--- src/rtl/fpmult_assemble_pkg.sv ---
// Shared single-precision constants and pipeline stage records for the FP multiply
// assemble path.
package fpmult_assemble_pkg;
   localparam int DWIDTH          = 32;
   localparam int EXPONENT        = 8;
   localparam int MANTISSA        = 23;
   localparam int ACTUAL_MANTISSA = 24;
   localparam int BIAS            = 127;
   localparam int EWIDTH          = 10;   // signed exponent, wide enough for 2*254+2
   localparam int STAGES          = 3;
   localparam int PWIDTH          = 2*ACTUAL_MANTISSA;

   localparam logic [DWIDTH-1:0]   QNAN     = 32'h7FC0_0000;
   localparam logic [EXPONENT-1:0] EXP_INF  = 8'hFF;
   localparam logic [MANTISSA-1:0] FRAC_ZERO = '0;

   typedef struct packed {
      logic              sign;
      logic [EWIDTH-1:0] exp;
      logic              zero;
      logic [PWIDTH-1:0] mp;
      logic [4:0]        exc;
   } s1_t;

   typedef struct packed {
      logic                sign;
      logic [EWIDTH-1:0]   exp;
      logic [MANTISSA-1:0] frac;
      logic                inexact;
      logic                zero;
      logic [4:0]          exc;
   } s2_t;
endpackage

--- src/rtl/fpmult_round_rne.sv ---
// Round-to-nearest-even on a normalized fraction; carry signals a fraction wrap
// that the caller folds into the exponent.
module fpmult_round_rne
   import fpmult_assemble_pkg::*;
(
   input  logic                frac_in,
   input  logic [MANTISSA-1:0] frac,
   input  logic                guard,
   input  logic                sticky,
   output logic [MANTISSA-1:0] frac_rnd,
   output logic                carry,
   output logic                inexact
);
   logic inc;

   assign inc                = guard & (sticky | frac[0]) & frac_in;
   assign {carry, frac_rnd}  = {1'b0, frac} + (MANTISSA+1)'(inc);
   assign inexact            = guard | sticky;
endmodule

--- src/rtl/fpmult_assemble_module.sv ---
// Three-stage exponent/normalize/round/pack back end of a single-precision
// multiplier, with a single global stall driven by the output handshake.
module fpmult_assemble_module
   import fpmult_assemble_pkg::*;
(
   input  logic                   clk,
   input  logic                   rst,
   input  logic                   in_valid,
   output logic                   in_ready,
   input  logic                   Sa,
   input  logic                   Sb,
   input  logic [EXPONENT-1:0]    Ea,
   input  logic [EXPONENT-1:0]    Eb,
   input  logic [PWIDTH-1:0]      Mp,
   input  logic [4:0]             InputExc,
   output logic                   out_valid,
   input  logic                   out_ready,
   output logic [DWIDTH-1:0]      P,
   output logic [4:0]             Flags
);
   logic              en;
   logic [STAGES:1]   vld_pipe;
   s1_t               s1_d, s1_q;
   s2_t               s2_d, s2_q;
   logic [DWIDTH-1:0] p_d;
   logic [4:0]        flags_d;

   logic                msb, guard, sticky, carry, inexact;
   logic [MANTISSA-1:0] frac_n, frac_r;
   logic                any_exc, nan_c, inf_c;

   assign en        = ~out_valid | out_ready;
   assign in_ready  = en;
   assign out_valid = vld_pipe[STAGES];

   always_comb begin
      s1_d.sign = Sa ^ Sb;
      s1_d.exp  = EWIDTH'(Ea) + EWIDTH'(Eb) - EWIDTH'(BIAS);
      s1_d.zero = (Ea == '0) | (Eb == '0);
      s1_d.mp   = Mp;
      s1_d.exc  = InputExc;
   end

   // A product of two [1,2) values lies in [1,4): bit 47 picks the shift.
   assign msb    = s1_q.mp[PWIDTH-1];
   assign frac_n = msb ? s1_q.mp[PWIDTH-2 -: MANTISSA] : s1_q.mp[PWIDTH-3 -: MANTISSA];
   assign guard  = msb ? s1_q.mp[ACTUAL_MANTISSA-1]    : s1_q.mp[ACTUAL_MANTISSA-2];
   assign sticky = msb ? |s1_q.mp[ACTUAL_MANTISSA-2:0] : |s1_q.mp[ACTUAL_MANTISSA-3:0];

   fpmult_round_rne u_round (
      .frac_in  (1'b1),
      .frac     (frac_n),
      .guard    (guard),
      .sticky   (sticky),
      .frac_rnd (frac_r),
      .carry    (carry),
      .inexact  (inexact)
   );

   always_comb begin
      s2_d.sign    = s1_q.sign;
      s2_d.exp     = s1_q.exp + EWIDTH'(msb) + EWIDTH'(carry);
      s2_d.frac    = frac_r;
      s2_d.inexact = inexact;
      s2_d.zero    = s1_q.zero;
      s2_d.exc     = s1_q.exc;
   end

   // exc = {any, a_nan, b_nan, a_inf, b_inf}; any summarises the other four
   assign any_exc = s2_q.exc[4];
   assign nan_c   = any_exc & (s2_q.exc[3] | s2_q.exc[2] | ((s2_q.exc[1] | s2_q.exc[0]) & s2_q.zero));
   assign inf_c   = any_exc & (s2_q.exc[1] | s2_q.exc[0]);

   always_comb begin
      p_d     = {s2_q.sign, s2_q.exp[EXPONENT-1:0], s2_q.frac};
      flags_d = {4'b0000, s2_q.inexact};
      if (nan_c) begin
         p_d     = QNAN;
         flags_d = 5'b10000;
      end else if (inf_c) begin
         p_d     = {s2_q.sign, EXP_INF, FRAC_ZERO};
         flags_d = 5'b00000;
      end else if (s2_q.zero) begin
         p_d     = {s2_q.sign, {(DWIDTH-1){1'b0}}};
         flags_d = 5'b00010;
      end else if ($signed(s2_q.exp) >= $signed(EWIDTH'(255))) begin
         p_d     = {s2_q.sign, EXP_INF, FRAC_ZERO};
         flags_d = 5'b01001;
      end else if ($signed(s2_q.exp) <= $signed(EWIDTH'(0))) begin
         p_d     = {s2_q.sign, {(DWIDTH-1){1'b0}}};
         flags_d = 5'b00111;
      end
   end

   always_ff @(posedge clk) begin
      if (rst) begin
         vld_pipe <= '0;
         P        <= '0;
         Flags    <= '0;
      end else if (en) begin
         vld_pipe <= {vld_pipe[STAGES-1:1], in_valid};
         s1_q     <= s1_d;
         s2_q     <= s2_d;
         P        <= p_d;
         Flags    <= flags_d;
      end
   end
endmodule

--- config.mk ---
export PLATFORM = sky130hd
export DESIGN_NAME = fpmult_assemble_module
export DESIGN_NICKNAME = d
export VERILOG_FILES = /design/src/rtl/fpmult_assemble_pkg.sv /design/src/rtl/fpmult_round_rne.sv /design/src/rtl/fpmult_assemble_module.sv
export SDC_FILE = /design/constraint.sdc
export NUM_CORES = 1
export LEC_CHECK = 0
export CELL_PAD_IN_SITES_DETAIL_PLACEMENT = 1
export CELL_PAD_IN_SITES_GLOBAL_PLACEMENT = 2
export CORE_ASPECT_RATIO = 2
export CORE_MARGIN = 2
export CORE_UTILIZATION = 36
export DETAILED_ROUTE_END_ITERATION = 16
export PLACE_DENSITY_LB_ADDON = 0.1
export SLEW_MARGIN = 20
export SYNTH_ARGS = -nofsm -noshare
export SYNTH_HDL_FRONTEND = slang
export SYNTH_SLANG_ARGS = --single-unit
export TNS_END_PERCENT = 30
--- constraint.sdc ---
create_clock -name clk -period 7 [get_ports clk]
set_input_delay 0.7 -clock clk [delete_from_list [all_inputs] [get_ports clk]]
set_output_delay 0.7 -clock clk [all_outputs]
set_load 0.1 [all_outputs]
* After elaboration in Yosys (flattened, before gate mapping)
Cells that the tools add are included.
W data, S select, Z words.
** Storage, ports and cells
- Bits in registers :: 146
- Input port bits :: 75
- Output and inout port bits :: 39
** Operators by class
- Add/subtract/negate cells :: 5
- Magnitude comparators :: 2
- Multiplexer cells :: 13
- Bitwise operators :: 14
- Reductions and logical operators :: 5
** Operators with widths (number)
- $mux W31 :: 4
- $mux W32 :: 1
- $add A23 B1 Y24 :: 1
- $mux W23 :: 1
- $reduce_or A23 Y1 :: 1
- $reduce_or A22 Y1 :: 1
- $add A10 B1 Y10 :: 2
- $logic_not A8 Y1 :: 2
- $mux W4 :: 3
- $ge A10 B9 Y1 const B :: 1
- $le A10 B1 Y1 const B :: 1
- $sub A9 B7 Y10 const B :: 1
- $add A8 B8 Y9 :: 1
- $or A1 B1 Y1 :: 7
- $mux W5 :: 1
- $and A1 B1 Y1 :: 4
- $mux W3 :: 1
- $mux W1 :: 2
- $not A1 Y1 :: 2
- $reduce_and A2 Y1 :: 1
- $xor A1 B1 Y1 :: 1

* Longest topological paths before layout
Gate-level depths: netlist of run 1.
- Depth after elaboration :: 6
- Depth in mapped cells :: 11
- Depth with buffers taken out :: 10

* Hierarchy
A second synthesis of run 1 with hierarchy kept.
** Unflattened totals
- Cells, all modules :: 430
- Area total of the unflattened synthesis :: 6073.3 um2
** Modules (own cells, without submodules)
- fpmult_assemble_module :: times used 1, cells each 358, area an instance 5567.8 um2
- fpmult_round_rne :: times used 1, cells each 72, area an instance 505.5 um2

* Worst setup path before layout of run 1
No wires, ideal clock.
- Path type :: reg2reg
- Start :: register vld_pipe[3] in the netlist's numbering
- End :: register s2_q (netlist bit any_exc), enable pin
- Data arrival time :: 5.554 ns
- Required time :: 6.428 ns
- Slack :: 0.874 ns
- Cell stages (with the launch flop) :: 4
- Period minus slack after synthesis :: 6.126 ns
- Path through :: dfxtp_1 > nor2b_1 > clkbuf_1 > nor2_1
** Between the ends
- Longest elaborated chain between the ends :: 3
** Ends and longest elaborated chain
- start: declaration :: line fpmult_assemble_module.sv:22 : logic [STAGES:1] vld_pipe;
- start signal: assignment :: line fpmult_assemble_module.sv:101 : vld_pipe <= {vld_pipe[STAGES-1:1], in_valid};
- $not A1 Y1 :: line fpmult_assemble_module.sv:32 : assign en = ~out_valid | out_ready;
- $or A1 B1 Y1 :: line fpmult_assemble_module.sv:32
- $reduce_and A2 Y1 (no source line)
- end signal: assignment :: line fpmult_assemble_module.sv:103 : s2_q <= s2_d;
- end: declaration :: line fpmult_assemble_module.sv:24 : s2_t s2_d, s2_q;
Every way passes these cells.
A chain may end at the register's enable or synchronous reset.

* Worst setup path after layout of run 1
- Start :: input port out_ready
- End :: output port in_ready
** Between the ends
- Longest elaborated chain between the ends :: 1
** Ends and longest elaborated chain
- start: declaration :: line fpmult_assemble_module.sv:17 : input logic out_ready,
- $or A1 B1 Y1 :: line fpmult_assemble_module.sv:32
- end: declaration :: line fpmult_assemble_module.sv:9 : output logic in_ready,
Every way passes these cells.

==> results of run 1 <==
worst paths after layout:
check	end	slack [ns]	cells past startpoint
worst max register to register	s2_q[39]	3.34	10
worst min-delay path	s2_q[0]	0.42	0
worst max-delay path	in_ready	3.32	5
worst min register to register	s2_q[0]	0.42	0
registers in the layout, indices dropped and copies added, names as in the netlist:
name / flops
s1_q: 64
P: 32
vld_pipe: 3
any_exc: 1
msb: 1
s2_q: 40
Flags: 5
through the flow:
stage           util  hold slack (ns)  instance area, µm²  cells  power [mW]
2_1_floorplan      -            0.400                6300    467        1.24
3_3_place_gp   0.446            0.406                7660    780        1.33
3_5_place_dp   0.446            0.409                7660    780        1.34
4_1_cts        0.484            0.423                8320    812        2.32
5_1_grt        0.484            0.439                8320    812        2.38
6_report       0.484            0.424                8320    812        2.28
layout by cell type (no fill, tap or decap), types with 3 or more instances in the layout:
| cell | synthesis | final |
|---|---|---|
| clkdlybuf4s50_1 | 0 | 113 |
| edfxtp_1 | 106 | 106 |
| dfxtp_1 | 40 | 40 |
| nand2_1 | 33 | 33 |
| xor2_1 | 26 | 26 |
| a22o_1 | 22 | 22 |
| clkbuf_16 | 0 | 21 |
| mux2i_1 | 20 | 20 |
| inv_1 | 18 | 18 |
| xnor2_1 | 18 | 18 |
| nor2_1 | 19 | 18 |
| nand3_1 | 17 | 17 |
| ha_1 | 17 | 17 |
| a21oi_1 | 13 | 13 |
| nand4_1 | 12 | 12 |
| nor4_1 | 12 | 12 |
| o21ai_0 | 10 | 10 |
| o221a_2 | 8 | 8 |
| nor2b_1 | 6 | 6 |
| and2_1 | 5 | 5 |
| clkbuf_8 | 0 | 5 |
| and3_1 | 4 | 4 |
| buf_4 | 1 | 4 |
| a21boi_0 | 3 | 3 |
cells by family after synthesis:
family | share of synthesized area
AOI/OAI and AO/OA | 0.0987
xor gates and xnor gates | 0.0612
adders and majority gates | 0.0401
buffers and inverters | 0.0232
DFF | 0.632
muxes | 0.0375
and+or+nand+nor | 0.107
critical path, cell delays in order:
cell and delay [ns]:
clkdlybuf4s50_1 0.46, nor2b_1 0.04, buf_4 0.18, inv_1 0.37
clkdlybuf4s50_1 1.23
layout make-up:
class	instances	share of cell area
clock buffers	28	0.0723
repair buffers	118	0.141
flip-flops and latches	146	0.479
multi-input cells	287	0.262
well taps	210	0.0316
inverters	19	0.00857
clock inverters	4	0.00631
metal layers:
layer / vias to the layer above / track usage
li1: 1999 / -
met1: 1958 / 0.154
met2: 87 / 0.287
met3: 11 / 0.0391
met4: 0 / 0.0593
met5: - / 0
power by group through the flow:
| stage | combinational, mW | sequential [mW] | clock (mW) |
|---|---|---|---|
| 3_5_place_dp | 0.281 | 1.06 | 0 |
| 2_1_floorplan | 0.114 | 1.12 | 0 |
| 4_1_cts | 0.282 | 1.04 | 0.994 |
| 6_report | 0.277 | 1.04 | 0.964 |
| 3_3_place_gp | 0.274 | 1.06 | 0 |
| 5_1_grt | 0.300 | 1.05 | 1.03 |
==> run metrics, run 1 <==
status completed; WL final 13.4 mm; root buffer cell clkbuf_16; CTS tree yes; Worst Max-Slew Pin Slew 0.998 ns; GRT Overall Usage 0.150; Seq/Total Area, Yosys 0.632; met2 wire length 7.60 mm; warnings from Yosys 0; CTS clock-pin slew for the worst setup and hold paths 0.06 ns; WP data arrival 2.98 ns; Clock Latency Late Sink 0.42 ns; Layout area overhead 32.1%; Synth Register Bits 146; Fillers 1732; peak supply drop 0.179 mV; CP Max Fanout 15; prevailing post-synth register cell edfxtp_1; Die Span Y 191 µm; worst setup path class in -> out; Final HPWL DP 10.0 mm; most frequent cell after synthesis edfxtp_1; Nets 683; Synth top area share 0.505; Post-DRT Antenna Nets 0; # setup viols final 0; GRT Residual Overflow 0; Post-CTS Hold Buffers 0; Worst Path Required 6.30 ns; met3 WL 546 µm; Clock Path Buffers 2; syn_nets 561; TritonCTS sink count 146; initial antenna violation count 0; Switching Share 0.239; RSZ-0062 raised after global routing no; vias in the first global route 4406; Post-CTS Setup Bufs 0; Post-CTS Resized 0; Initial Util 0.367; Cell Pwr Density 274 mW/mm²; IO Pins 114; average vias per placed instance 4.99; synth top area cells edfxtp_1, dfxtp_1, xor2_1, ha_1, mux2i_1; ratio of cells with drive above 1 in the final layout 0.0930; Comb power frac 0.121; ant diodes 0; Rel. slew slack 0.333; Mapped Area 0.00630 mm²; Die ar. 0.0186 mm²; cts bufs inserted 17; Net Sw Power 0.545 mW; fin crit period 3.68 ns; Fmax achieved 271 MHz; total iterations of the first detailed-routing run 4; area leader, netlist edfxtp_1; max cap viols 0; Final Slew Violations 0; Hold Crit Class reg -> reg; Mean Syn Cell Area 13.5 µm²; Post-synth EDFFs 106; Place WS 3.29 ns; Routability Congestion 0.766; CP Launch Type primary input; final setup margin 3.32 ns; crit end category output pin; Vias 4055; post-synth cell types 57; Min-Delay Startpoint s1_q[0]; sequential share of power 0.456; # rows 68; Post-Synthesis Cells 467; Setup TNS 0 ns; reg2reg start msb; Commonest cells post-synth edfxtp_1, dfxtp_1, nand2_1; area of the multi-input gates 0.00218 mm²; I/O Buffers 113; Pint 1.74 mW; DRT iter0 DRCs 112; DRC Markers 0; Final Hold Viols 0; Core ar. 0.0172 mm²; first-pass GRT wire length 22.0 mm; largest net degree at the start of global routing 95; Clock power frac 0.423; register area 0.00398 mm²; Die X 97.5 µm; Worst Setup SP out_ready; leak pwr 3.00 nW; period utilization 0.526; met1 WL 5.05 mm; H-tree levels 4; wire per inst 16.5 µm; Synth async-reset ratio 0; clk_skew 0.00698 ns; top routing layer used met4
Power figures use the tool's default switching activity.
==> inputs of run 2 (changes only) <==
- CORE_UTILIZATION: 36 -> 32
- clock period: 7 -> 3.3 ns (I/O delays scaled with it)
==> run 2 against run 1 <==
Against the previous run: final area up 0.98%; count of clock-buffer cells in the layout down 10; final cell count up 7.6%; sequential power up 110%; die area up 12%; sequential cell count unchanged; non-clock buffer count up 13; global-route usage about the same; clock skew about the same; clock power up 93%; combinational power up 120%; core utilization down 5.0 points; critical endpoint is now s2_q[39]; largest cell class unchanged; largest power group unchanged.
==> run metrics, run 2 (same netlist as run 1, synthesis figures left out) <==
H-tree levels 4; Routability Congestion 0.812; max cap viols 0; CP max stage cell edfxtp_1; DRT iter0 DRCs 80; Final HPWL DP 11.3 mm; I/O Buffers 113; initial antenna violation count 0; ant diodes 0; # rows 72; status completed; average vias per placed instance 4.82; Cell Pwr Density 556 mW/mm²; Largest register FFs 64; Layout area overhead 33.4%; Post-CTS Setup Bufs 0; fin util 0.434; GRT Residual Overflow 0; CTS clock-pin slew for the worst setup and hold paths 0.06 ns; Worst Max-Slew Pin Slew 0.990 ns; Initial Util 0.325; Post-CTS Resized 0; biggest regs s1_q x64, s2_q x40, P x32; cts bufs inserted 17; TritonCTS sink count 146; vias in the first global route 4727; WL final 14.7 mm; commonest cells after routing, fill and taps aside clkdlybuf4s50_1, edfxtp_1, dfxtp_1; leading cell type in the layout, fill and taps excluded clkdlybuf4s50_1; Core ar. 0.0194 mm²; family with the most delay on the worst path simple AND/OR/NAND/NOR gates; Rel. slew slack 0.338; # setup viols final 0; Placed Area 0.00783 mm²; CTS tree yes; Die ar. 0.0209 mm²; DRC Markers 0; IO Pins 114; critical path's largest stage delay 0.46 ns; leak pwr 3.01 nW; Die X 103 µm; total iterations of the first detailed-routing run 4; Post-DRT Antenna Nets 0; Die Span Y 202 µm; GRT Overall Usage 0.150; Clock Latency Late Sink 0.42 ns; design area 0.00840 mm²; Largest Register s1_q; crit end category flop; largest net degree at the start of global routing 66; CP Max Fanout 5; Vias 4209; root buffer cell clkbuf_16; ratio of cells with drive above 1 in the final layout 0.114; clk_skew 0.00690 ns; Fmax achieved 332 MHz; peak supply drop 0.301 mV; fin crit period 3.01 ns; Final Slew Violations 0; WP data arrival 3.19 ns; Setup TNS 0 ns; Nets 696; CP Launch Type flop; period utilization 0.913; Final Hold Viols 0; final setup margin 0.287 ns; critical-path cell list nand2b_1 > a2111oi_4 > and2_1 > nand3_1 > or2_2 > fa_1 > nor2b_1 > nand4_1 > xnor2_1; Post-CTS Hold Buffers 0; Clock Path Buffers 2; RSZ-0062 raised after global routing no; Hold Crit Class reg -> reg; worst setup path class reg -> reg; Place WS 0.290 ns; CP bufs+invs 0; first-pass GRT wire length 23.6 mm; Worst Path Required 3.47 ns; wire per inst 16.8 µm
==> run 2: metrics by stage <==
stage | instances | hold WS [ns] | power (mW)
2_1_floorplan | 467 | 0.399 | 2.62
3_3_place_gp | 842 | 0.404 | 2.84
3_5_place_dp | 842 | 0.407 | 2.86
4_1_cts | 874 | 0.421 | 4.75
5_1_grt | 874 | 0.434 | 4.86
6_report | 874 | 0.420 | 4.67
==> run 2: worst paths after layout <==
check	slack [ns]	endpoint	start	cells past startpoint
worst min register to register	0.42	s2_q[40]	s1_q[64]	0
worst min-delay path	0.42	s2_q[40]	s1_q[64]	0
worst max-delay path	0.29	s2_q[39]	msb	9
worst max register to register	0.29	s2_q[39]	msb	9
==> run 2: layer usage <==
| metal | part of all wire | GRT usage | vias up |
|---|---|---|---|
| li1 | - | - | 2036 |
| met2 | 0.59 | 0.290 | 92 |
| met5 | 0 | 0 | - |
| met4 | 0.027 | 0.0653 | 0 |
| met3 | 0.038 | 0.0401 | 24 |
| met1 | 0.35 | 0.141 | 2057 |
==> run 2: worst register-to-register path, delay by kind of cell (launching register included) <==
family,cells,cell delay [ns]
compound gates,1,0.34
xor+xnor,1,0.14
fa+ha+maj,1,0.39
flops,1,0.46
simple gates,6,1.43
==> run 2: layout make-up <==
| type | instances | area (µm²) |
|---|---|---|
| timing repair buffer | 131 | 1280 |
| inverter | 19 | 71.3 |
| sequential | 146 | 3980 |
| clock inverter | 14 | 141 |
| multi-input combinational | 287 | 2180 |
| clock buffer | 18 | 429 |
| tap | 259 | 324 |
| fill | 1995 | 11000 |
==> run 2: power by group <==
group	internal (mW)	total, mW	switching [mW]
clock	1.11	1.86	0.753
sequential	2.12	2.21	0.0856
combinational	0.245	0.603	0.358
total	3.47	4.67	1.20
==> inputs of run 3 (changes only) <==
- CORE_MARGIN: 2 -> not set
==> run 3 against run 2 <==
Against the previous run: clock skew increased by 0.0014 ns; count of clock-buffer cells in the layout up 3; largest power group unchanged; critical path depth stayed put; global-route usage fell by 0.19 points.
==> run metrics, run 3 (same netlist as run 1, synthesis figures left out) <==
Non-Filler Instances 874; worst setup path class reg -> reg; first-pass GRT wire length 22.7 mm; TritonCTS sink count 146; Routability Congestion 0.801; Post-CTS Setup Bufs 0; Layout area overhead 33.7%; total iterations of the first detailed-routing run 4; Initial Util 0.327; cts bufs inserted 17; leading cell type in the layout, fill and taps excluded clkdlybuf4s50_1; Hold Crit Class reg -> reg; Cell Count Post-Placement 842; Final HPWL DP 10.9 mm; Rel. slew slack 0.317; Net Sw Power 1.20 mW; CP Launch Type flop; ratio of cells with drive above 1 in the final layout 0.115; Pint 3.47 mW; crit end category flop; peak supply drop 0.272 mV; leak pwr 3.03 nW; CP Max Fanout 5; wire per inst 16.2 µm; CTS tree yes; Clock Latency Late Sink 0.42 ns; Largest register FFs 64; status completed; root buffer cell clkbuf_16; final setup margin 0.275 ns; Post-CTS Hold Buffers 0; Fmax achieved 331 MHz; Final Slew Violations 0; Final Hold Viols 0; Clock power frac 0.399; # rows 72; clk_skew 0.00831 ns; Setup TNS 0 ns; initial antenna violation count 0; Nets 696; Comb power frac 0.130; commonest cells after routing, fill and taps aside clkdlybuf4s50_1, edfxtp_1, dfxtp_1; Die Span Y 200 µm; period utilization 0.917; Core ar. 0.0193 mm²; Place WS 0.150 ns; WP data arrival 3.19 ns; CTS clock-pin slew for the worst setup and hold paths 0.06 ns; WL final 14.2 mm; DRC Markers 0; Switching Share 0.257; I/O Buffers 113; average vias per placed instance 4.80; Die ar. 0.0203 mm²; biggest regs s1_q x64, s2_q x40, P x32; Die X 101 µm; reg2reg start msb; Min-Delay Startpoint s1_q[0]; Vias 4198; max cap viols 0; Worst Max-Slew Pin Slew 1.02 ns; Largest Register s1_q; largest net degree at the start of global routing 52; IO Pins 114; Cell Pwr Density 555 mW/mm²; Clock Path Buffers 2; RSZ-0062 raised after global routing no; vias in the first global route 4563; ant diodes 0; sequential share of power 0.472; GRT Overall Usage 0.149; fin crit period 3.03 ns; Worst Setup SP msb; GRT Residual Overflow 0; Post-DRT Antenna Nets 0; # setup viols final 0; DRT iter0 DRCs 106; H-tree levels 4; Worst Path Required 3.46 ns
[run 3: changes by cell type in the layout (fill, tap and decap cells not counted), sizes merged]
cell and delta:
bufinv -1, inv +6, clkinvlp -1, clkinv -7, clkbuf +3
[run 3: layout make-up]
cell class              instances  area (µm²)
repair buffers                131        1290
inverters                      19        71.3
clock buffers                  21         472
flip-flops and latches        146        3980
clock inverters                11        97.6
fillers                      2073       10900
multi-input cells             287        2180
well taps                     259         324
[run 3: repair_timing]
action,4_1_cts,5_1_grt
gates resized for setup,0,1
hold endpoints to repair,0,0
setup endpoints to repair,0,1
[run 3: through the flow]
stage | total power, mW | hold slack, ns | util | area [µm²]
after global routing | 4.85 | 0.436 | 0.437 | 8420
after detailed placement | 2.86 | 0.406 | 0.407 | 7850
after CTS | 4.74 | 0.421 | 0.436 | 8410
after global placement | 2.84 | 0.409 | 0.407 | 7850
after floorplan | 2.62 | 0.399 | - | 6310
final | 4.68 | 0.420 | 0.437 | 8420
[run 3: final timing paths]
path	endpoint	slack (ns)	cells after the start
worst min register to register	s2_q[0]	0.42	0
worst min-delay path	s2_q[0]	0.42	0
worst max-delay path	s2_q[39]	0.27	9
worst max register to register	s2_q[39]	0.27	9
[run 3: power by group through the flow]
stage	Combinational (mW)	Clock (mW)	Sequential, mW
final	0.606	1.87	2.21
after global routing	0.650	1.98	2.22
after CTS	0.616	1.92	2.21
after detailed placement	0.613	0	2.24
after global placement	0.602	0	2.24
after floorplan	0.244	0	2.37
[run 3: worst max-delay path, stage by stage (launching register included)]
cell and delay [ns]:
edfxtp_1 0.46, nand2b_1 0.26, a2111oi_4 0.34, and2_1 0.21, nand3_1 0.16, or2_2 0.33, fa_1 0.39, nor2b_1 0.30
nand4_1 0.16, xnor2_1 0.16
[run 3: metal layers]
metal,global-route usage,wire [µm]
met1,0.149,5350
met2,0.285,8170
met3,0.0286,372
met4,0.0642,259
met5,0,0
